--- config.mk ---
export PLATFORM = sky130hd
export DESIGN_NAME = wasm_prog_loader
export DESIGN_NICKNAME = d
export VERILOG_FILES = /design/src/rtl/wasm_prog_loader_pkg.sv /design/src/rtl/wasm_prog_loader.sv
export SDC_FILE = /design/constraint.sdc
export NUM_CORES = 1
export LEC_CHECK = 0
export ABC_CLOCK_PERIOD_IN_PS = 2700
export CAP_MARGIN = 0
export CORE_ASPECT_RATIO = 0.5
export CORE_MARGIN = 4
export CORE_UTILIZATION = 53
export DETAILED_ROUTE_END_ITERATION = 16
export GPL_ROUTABILITY_DRIVEN = 0
export HOLD_SLACK_MARGIN = 0.03
export PLACE_DENSITY_LB_ADDON = 0.05
export REMOVE_ABC_BUFFERS = 1
export SETUP_SLACK_MARGIN = 0.05
export SLEW_MARGIN = 20
export SYNTH_ARGS = -nofsm -noshare
export SYNTH_HDL_FRONTEND = slang
export SYNTH_SLANG_ARGS = --single-unit
--- constraint.sdc ---
create_clock -name i_clk -period 2.7 [get_ports i_clk]
set_clock_uncertainty 0.15 [all_clocks]
set_input_delay 0.405 -clock i_clk [delete_from_list [all_inputs] [get_ports i_clk]]
set_output_delay 0.405 -clock i_clk [all_outputs]
set_load 0.01 [all_outputs]
--- src/rtl/wasm_prog_loader_pkg.sv ---
// Shared types and defaults for the WASM instruction-BRAM program loader.
package wasm_prog_loader_pkg;

  localparam int          DEF_ADDR_W  = 10;
  localparam int          DEF_DATA_W  = 8;
  localparam logic [31:0] DEF_TIMEOUT = 32'd100000;

  typedef enum logic [1:0] {
    LDR_IDLE = 2'd0,
    LDR_LOAD = 2'd1,
    LDR_RUN  = 2'd2,
    LDR_DONE = 2'd3
  } ldr_state_e;

endpackage

--- src/rtl/wasm_prog_loader.sv ---
// Streams a program image into the core's instruction BRAM, releases the core and supervises the run.
// Optional: define WASM_LOADER_CYCLE_CNT_EN to expose the RUN cycle count on o_cycle_cnt.
module wasm_prog_loader
  import wasm_prog_loader_pkg::*;
#(
  parameter int          ADDR_W  = DEF_ADDR_W,
  parameter int          DATA_W  = DEF_DATA_W,
  parameter logic [31:0] TIMEOUT = DEF_TIMEOUT
) (
  input  logic              i_clk,
  input  logic              i_rst,
  input  logic              i_start,
  input  logic              i_valid,
  output logic              o_ready,
  input  logic [DATA_W-1:0] i_data,
  input  logic              i_last,
  output logic              o_bram_we,
  output logic [ADDR_W-1:0] o_bram_addr,
  output logic [DATA_W-1:0] o_bram_wdata,
  output logic              o_core_rst_n,
  input  logic              i_instr_finish,
  input  logic              i_instr_error,
  output logic              o_busy,
  output logic              o_done,
  output logic              o_ovf,
  output logic              o_timeout,
  output logic              o_err
`ifdef WASM_LOADER_CYCLE_CNT_EN
  ,
  output logic [31:0]       o_cycle_cnt
`endif
);

  ldr_state_e        state, state_nxt;
  logic [ADDR_W-1:0] cnt;
  logic [31:0]       wdog;
  logic              at_end;
  logic              wd_exp;

  assign at_end      = (cnt == {ADDR_W{1'b1}});
  assign wd_exp      = (TIMEOUT != 32'd0) && (wdog == TIMEOUT - 32'd1);
  assign o_bram_addr = cnt;

`ifdef WASM_LOADER_CYCLE_CNT_EN
  // The watchdog counts every RUN cycle and freezes outside RUN, so it doubles as the run length.
  assign o_cycle_cnt = wdog;
`endif

  always_ff @(posedge i_clk) begin
    if (i_rst) state <= LDR_IDLE;
    else       state <= state_nxt;
  end

  always_comb begin
    state_nxt    = state;
    o_ready      = 1'b0;
    o_bram_we    = 1'b0;
    o_bram_wdata = '0;
    o_busy       = 1'b0;
    o_done       = 1'b0;
    case (state)
      LDR_IDLE: if (i_start) state_nxt = LDR_LOAD;
      LDR_LOAD: begin
        o_ready = 1'b1;
        o_busy  = 1'b1;
        if (i_valid) begin
          o_bram_we    = 1'b1;
          o_bram_wdata = i_data;
          if (i_last)      state_nxt = LDR_RUN;
          else if (at_end) state_nxt = LDR_DONE;
        end
      end
      LDR_RUN: begin
        o_busy = 1'b1;
        if (i_instr_error || i_instr_finish || wd_exp) state_nxt = LDR_DONE;
      end
      LDR_DONE: begin
        o_done = 1'b1;
        if (i_start) state_nxt = LDR_LOAD;
      end
      default: state_nxt = LDR_IDLE;
    endcase
  end

  // Counter, watchdog and sticky status; the core stays released after finish/error for inspection.
  always_ff @(posedge i_clk) begin
    if (i_rst) begin
      cnt          <= '0;
      wdog         <= '0;
      o_ovf        <= 1'b0;
      o_timeout    <= 1'b0;
      o_err        <= 1'b0;
      o_core_rst_n <= 1'b0;
    end else begin
      case (state)
        LDR_IDLE, LDR_DONE: begin
          if (i_start) begin
            cnt          <= '0;
            wdog         <= '0;
            o_ovf        <= 1'b0;
            o_timeout    <= 1'b0;
            o_err        <= 1'b0;
            o_core_rst_n <= 1'b0;
          end
        end
        LDR_LOAD: begin
          if (i_valid) begin
            if (!at_end) cnt <= cnt + ADDR_W'(1);
            if (i_last)      o_core_rst_n <= 1'b1;
            else if (at_end) o_ovf        <= 1'b1;
          end
        end
        LDR_RUN: begin
          wdog <= wdog + 32'd1;
          if (i_instr_error) begin
            o_err <= 1'b1;
          end else if (!i_instr_finish && wd_exp) begin
            o_timeout    <= 1'b1;
            o_core_rst_n <= 1'b0;
          end
        end
        default: ;
      endcase
    end
  end

endmodule

After elaboration in Yosys (flattened, before gate mapping)
Index checks and enable logic that the tools add are counted.

operators by class
  $add $sub $neg = 2
  eq/ne operators = 16
  muxes and demuxes = 34
  reduce and logical (&&, ||, !) cells = 16

operators by type and width
  operator                                                           count
  32-bit case mux with 2 select lines                                1
  32-bit by 1-bit adder with 32-bit output, second input constant    1
  32-bit by 17-bit == test with 1-bit output, second input constant  1
  32-bit 2-to-1 mux                                                  1
  10-bit 2-to-1 mux                                                  3
  10-bit case mux with 2 select lines                                1
  2-bit inequality test, second input constant                       9
  1-bit 2-to-1 mux                                                   16
  8-bit 2-to-1 mux                                                   2
  4-bit AND reduction                                                3
  10-bit by 1-bit adder with 10-bit output, second input constant    1
  10-bit == test, second input constant                              1
  2-bit 2-to-1 mux                                                   5
  5-bit AND reduction                                                2
  1-bit case mux with 2 select lines                                 3
  2-bit case mux with 3 select lines                                 1
  2-bit == test, second input constant                               2
  2-bit nonzero test                                                 2
  2-bit OR reduction                                                 2
  3-bit inequality test, second input constant                       1
  1-bit case mux with 3 select lines                                 1
  3-bit AND reduction                                                1
  2-bit by 1-bit == test with 1-bit output, second input constant    1
  2-bit zero test                                                    1
  other kinds (5)                                                    6

storage, ports and cells
  register bits = 48
  input bits = 15
  output and inout bits = 26
  logic and storage cells = 75

Longest topological paths before layout
  word-level depth = 5
  depth in mapped cells = 9
  mapped depth without buffers = 7

Worst setup path after synthesis
No wires, ideal clock.

  kind = register to register
  from = register state[0]
  to = register wdog[8]
  library setup time = 128 ps
  data arrival time = 1838 ps
  required time = 2422 ps
  path slack = 584 ps
  cell stages (with the launch flop) = 9
  buffers on the path = 1
  period minus slack after synthesis = 2116 ps
  cells stage by stage = dfxtp_1 > inv_1 > ha_1 > buf_2 > mux2i_1 > nor3_1 > and3_1 > xnor2_1 > nor2_1

between the ends
  longest elaborated chain between the ends = 4
  elaborated cells between the ends (all ways) = 8
  those cells by class = eq/ne (3); mux (1); reduce/logical (4)

ends and longest elaborated chain
  item                                                                                                     line                     source
  from (decl)                                                                                              wasm_prog_loader.sv:34   ldr_state_e state, state_nxt;
  from (signal assigned)                                                                                   wasm_prog_loader.sv:51   else state <= state_nxt;
  2-bit == test / 2-bit zero test (equally long branches)                                                  wasm_prog_loader.sv:95   case (state)
  2-bit OR reduction (no line)                                                                             n/a
  2-bit by 1-bit inequality test with 1-bit output (no line) / 2-bit nonzero test (equally long branches)  n/a
  2-bit AND reduction (no line)                                                                            n/a
  to (signal assigned)                                                                                     wasm_prog_loader.sv:114  wdog <= wdog + 32'd1;
  to (decl)                                                                                                wasm_prog_loader.sv:36   logic [31:0] wdog;

Several ways; a longest one is shown, not always the timed one.
A chain may end at the register's enable or synchronous reset.

Worst setup path after layout
  from = register state[0]
  to = output port o_busy

between the ends
  longest elaborated chain between the ends = 3
  elaborated cells between the ends (all ways) = 4
  those cells by class = eq/ne (2); mux (1); reduce/logical (1)

ends and longest elaborated chain
  item                                                                              line                    source
  2-bit == test / 2-bit by 1-bit == test with 1-bit output (equally long branches)  wasm_prog_loader.sv:61  case (state)
  2-bit OR reduction (no line) (*)                                                  n/a
  1-bit 2-to-1 mux (*)                                                              wasm_prog_loader.sv:61
  to (decl)                                                                         wasm_prog_loader.sv:23  output logic o_busy,

Mark *: on every way between the ends. The rest lies on a longest branch, timed or not.

==> results.md <==
* CTS root buffer: clkbuf_8
* R2r startpoint: state[0]
* Cell-by-cell trace of the critical path: inv_1, ha_1, buf_4, inv_1, clkdlybuf4s50_1
* Pin count of the biggest net entering global routing at 32
* Category of the worst setup path capture point: output port
* Buffers inserted by post-CTS timing repair at 0
* Die span in x at 105.6 um
* Critical path's largest stage delay at 0.53 ns
* Share of the yosys chip area belonging to registers at 0.3806
* R2r worst-path depth at 7
* Die footprint at 5999 um^2
* Max-capacitance violation count at 0
* Standard cell area after detailed placement at 2995 um^2
* Leading cell type in the layout, fill and taps excluded: dfxtp_1
* Required time reported for the critical path endpoint at 2.14 ns
* Routed length per placed instance at 14.02 um
* Number of diodes added for antenna fixing at 0
* Share of final-layout standard cells stronger than drive strength 1 at 0.07941
* Unrepaired setup endpoints after global routing: no
* Buffers on Ports at 40
* Wire length of the first global-routing pass at 9.791 mm
* Number of distinct library cell variants in the gate-level netlist after synthesis at 50
* Clk sinks at 48
* Number of top-level design ports at 41
* Ratio of routed vias to standard cells at 5.594
* Crit-path leading delay family: buffers and inverters
* Placed wire-length estimate after detailed placement at 4.102 mm
* Synth warnings at 0
* Starting density of the core at 0.5626
* Area fraction of the dominant cell type after synthesis at 0.3806
* Final setup violation count at 0
* Post-synth top flop: dfxtp_1
* Critical path depth in cells at 5
* Placeable core region at 4488 um^2
* CP arrival at 1.85 ns
* Detailed Route Iter0 Violations at 90
* Pin slew with the least headroom to its limit at 0.9512 ns
* Endpoint of the most critical register-to-register path: wdog[8]
* DRT Wirelength at 5.692 mm
* Number of failing hold endpoints at the final stage at 0
* Via count of the first global-routing pass at 2087
* Synthesized netlist cell count at 297
* Bufs on Longest Clock Path at 2
* Number of buffers created by CTS at 5
* Worst-case register-to-register setup slack at 0.36 ns
* DRT antenna net count at 0
* Total GRT Usage at 0.1999
* Area grow syn2layout at 22.35%
* Final slew viol count at 0
* Critical Path Source: state[0]
* Cells taking the most area after synthesis: dfxtp_1 (38%), xor2_1 (6.9%), nor2_1 (5.9%), and3_1 (4.7%), nand4_1 (4.0%)
* Worst hold path type: reg -> reg
* Cell at the slowest stage of the critical path: clkdlybuf4s50_1
* Filler instances at 366
* Startpoint class of the critical path: register
* Area of the mapped netlist at 2525 um^2
* Slew headroom at 0.3659
* Hold bufs inserted after CTS at 0
* Number of flops mapped to enable cells by yosys at 0
* Number of buffer and inverter stages on the critical path at 4
* Number of storage elements in the synthesis netlist at 48
* Nets at 359
* Max FO, Critical Path at 7
* Final standard cell area without fillers at 3089 um^2
* Number of gates given a new drive strength after cts at 0
* Final-layout setup total negative slack at 0 ns
* Number of remaining DRC errors at 0
* Maximum level of the CTS H-tree at 2
* Share of async-settable or async-resettable flops after synthesis at 0
* Number of antenna violations at the first check in global routing at 0
* Number of cell rows at 17
* Static leakage power at 0.001117 uW
* Final worst path period need at 2.408 ns
* Clock-pin slew on the worst setup and hold paths at 0.09 ns
* Most frequent cells in the layout: dfxtp_1 (48), nor2_1 (40), clkdlybuf4s50_1 (40), xor2_1 (20), and3_1 (19)
* Skew-Pair Late Insertion Delay at 0.30 ns
* Power density cells at 668.7 nW/um^2
* Share of the cycle needed by the critical path after routing at 0.8918
* First-pass DRT Iterations at 4
* Run status: complete, no violations
* Largest area contributor in the netlist: dfxtp_1
* Die Height at 56.81 um
* Total number of vias at 2271
* Worst voltage drop across the vdd grid at 0.0003229 V
* Achievable Freq at 415.3 MHz
* Class of the most critical setup path: reg -> out
* Total gr overflow at 0
* Most frequent cell on the critical path: inv_1
* TritonCTS clock tree: yes
* Mean Syn Cell Area at 8.501 um^2
* Capture point of the worst path: o_busy
[per-layer routing]
layer / share of wire / vias up / global-route usage
met3: 0.072 / 8 / 0.07348
met1: 0.50 / 1047 / 0.2678
met2: 0.42 / 69 / 0.3034
met5: 0 / - / 0
li1: - / 1147 / -
met4: 0.011 / 0 / 0.05351
[worst min-delay path by stage]
| stage | from | end | cells after the start | slack, ns |
|---|---|---|---|---|
| final | o_err | o_err | 2 | 0.32 |
| after global routing | o_err | o_err | 2 | 0.35 |
| after CTS | o_err | o_err | 2 | 0.33 |
| after detailed placement | o_err | o_err | 2 | 0.31 |
| after global placement | o_err | o_err | 2 | 0.30 |
| after floorplan | wdog[31] | wdog[31] | 2 | 0.31 |
[worst reg2reg max path, stage by stage, from the launching register on]
cell     delay (ns)
dfxtp_1        0.39
inv_1          0.06
ha_1           0.33
mux2i_1        0.20
nor3_1         0.61
and3_1         0.26
xnor2_1        0.13
nor2_1         0.06
[flip-flops by register name, indices dropped and copies added, names as in the netlist]
name and flops:
o_timeout 1, state 2, o_bram_addr 10, wdog 32, o_ovf 1, o_err 1
o_core_rst_n 1
[logic make-up (layout without fill, tap and decap cells)]
| group | Yosys count | count (layout) | synth area share |
|---|---|---|---|
| simple gates | 153 | 153 | 0.3340 |
| flops | 48 | 48 | 0.3806 |
| compound gates | 41 | 41 | 0.1115 |
| xor+xnor | 27 | 27 | 0.09366 |
| buf+inv | 18 | 61 | 0.03320 |
| fa+ha+maj | 5 | 5 | 0.02478 |
| mux | 5 | 5 | 0.02230 |
[area by class of cell]
cell class / count / area [um^2] / share of cell area
Inverter: 7 / 26.28 / 0.008505
Tap cell: 66 / 82.58 / 0.02673
Clock buffer: 7 / 86.33 / 0.02795
Clock inverter: 1 / 7.507 / 0.002430
Sequential cell: 48 / 960.9 / 0.3111
Multi-Input combinational cell: 231 / 1480 / 0.4791
Timing Repair Buffer: 46 / 445.4 / 0.1442
[power breakdown]
part	leakage (uW)	switching (uW)	internal, uW
logic	0.000685	471	364
clock network	0.0000445	242	208
registers	0.000387	36.5	744
total	0.00112	749	1320
[synthesized netlist by cell type (all sizes together), types with 6 or more instances]
master / n
nor2: 40
nand3: 17
and3: 20
xnor2: 7
nand4: 16
a21oi: 15
dfxtp: 48
o21ai: 6
nand2b: 7
clkbuf: 8
and2: 6
inv: 7
xor2: 20
nor3: 10
nand2: 16
[stage by stage]
step	util	setup WS, ns	power, uW	instances	hold WS (ns)
2_1_floorplan	-	0.3120	1298	286	0.3083
3_3_place_gp	0.6674	0.3085	1620	398	0.3003
3_5_place_dp	0.6674	0.2415	1633	398	0.3065
4_1_cts	0.6883	0.2691	2090	406	0.3302
5_1_grt	0.6883	0.1457	2215	406	0.3503
6_report	0.6883	0.2921	2066	406	0.3229
Power figures use the tool's default switching activity.
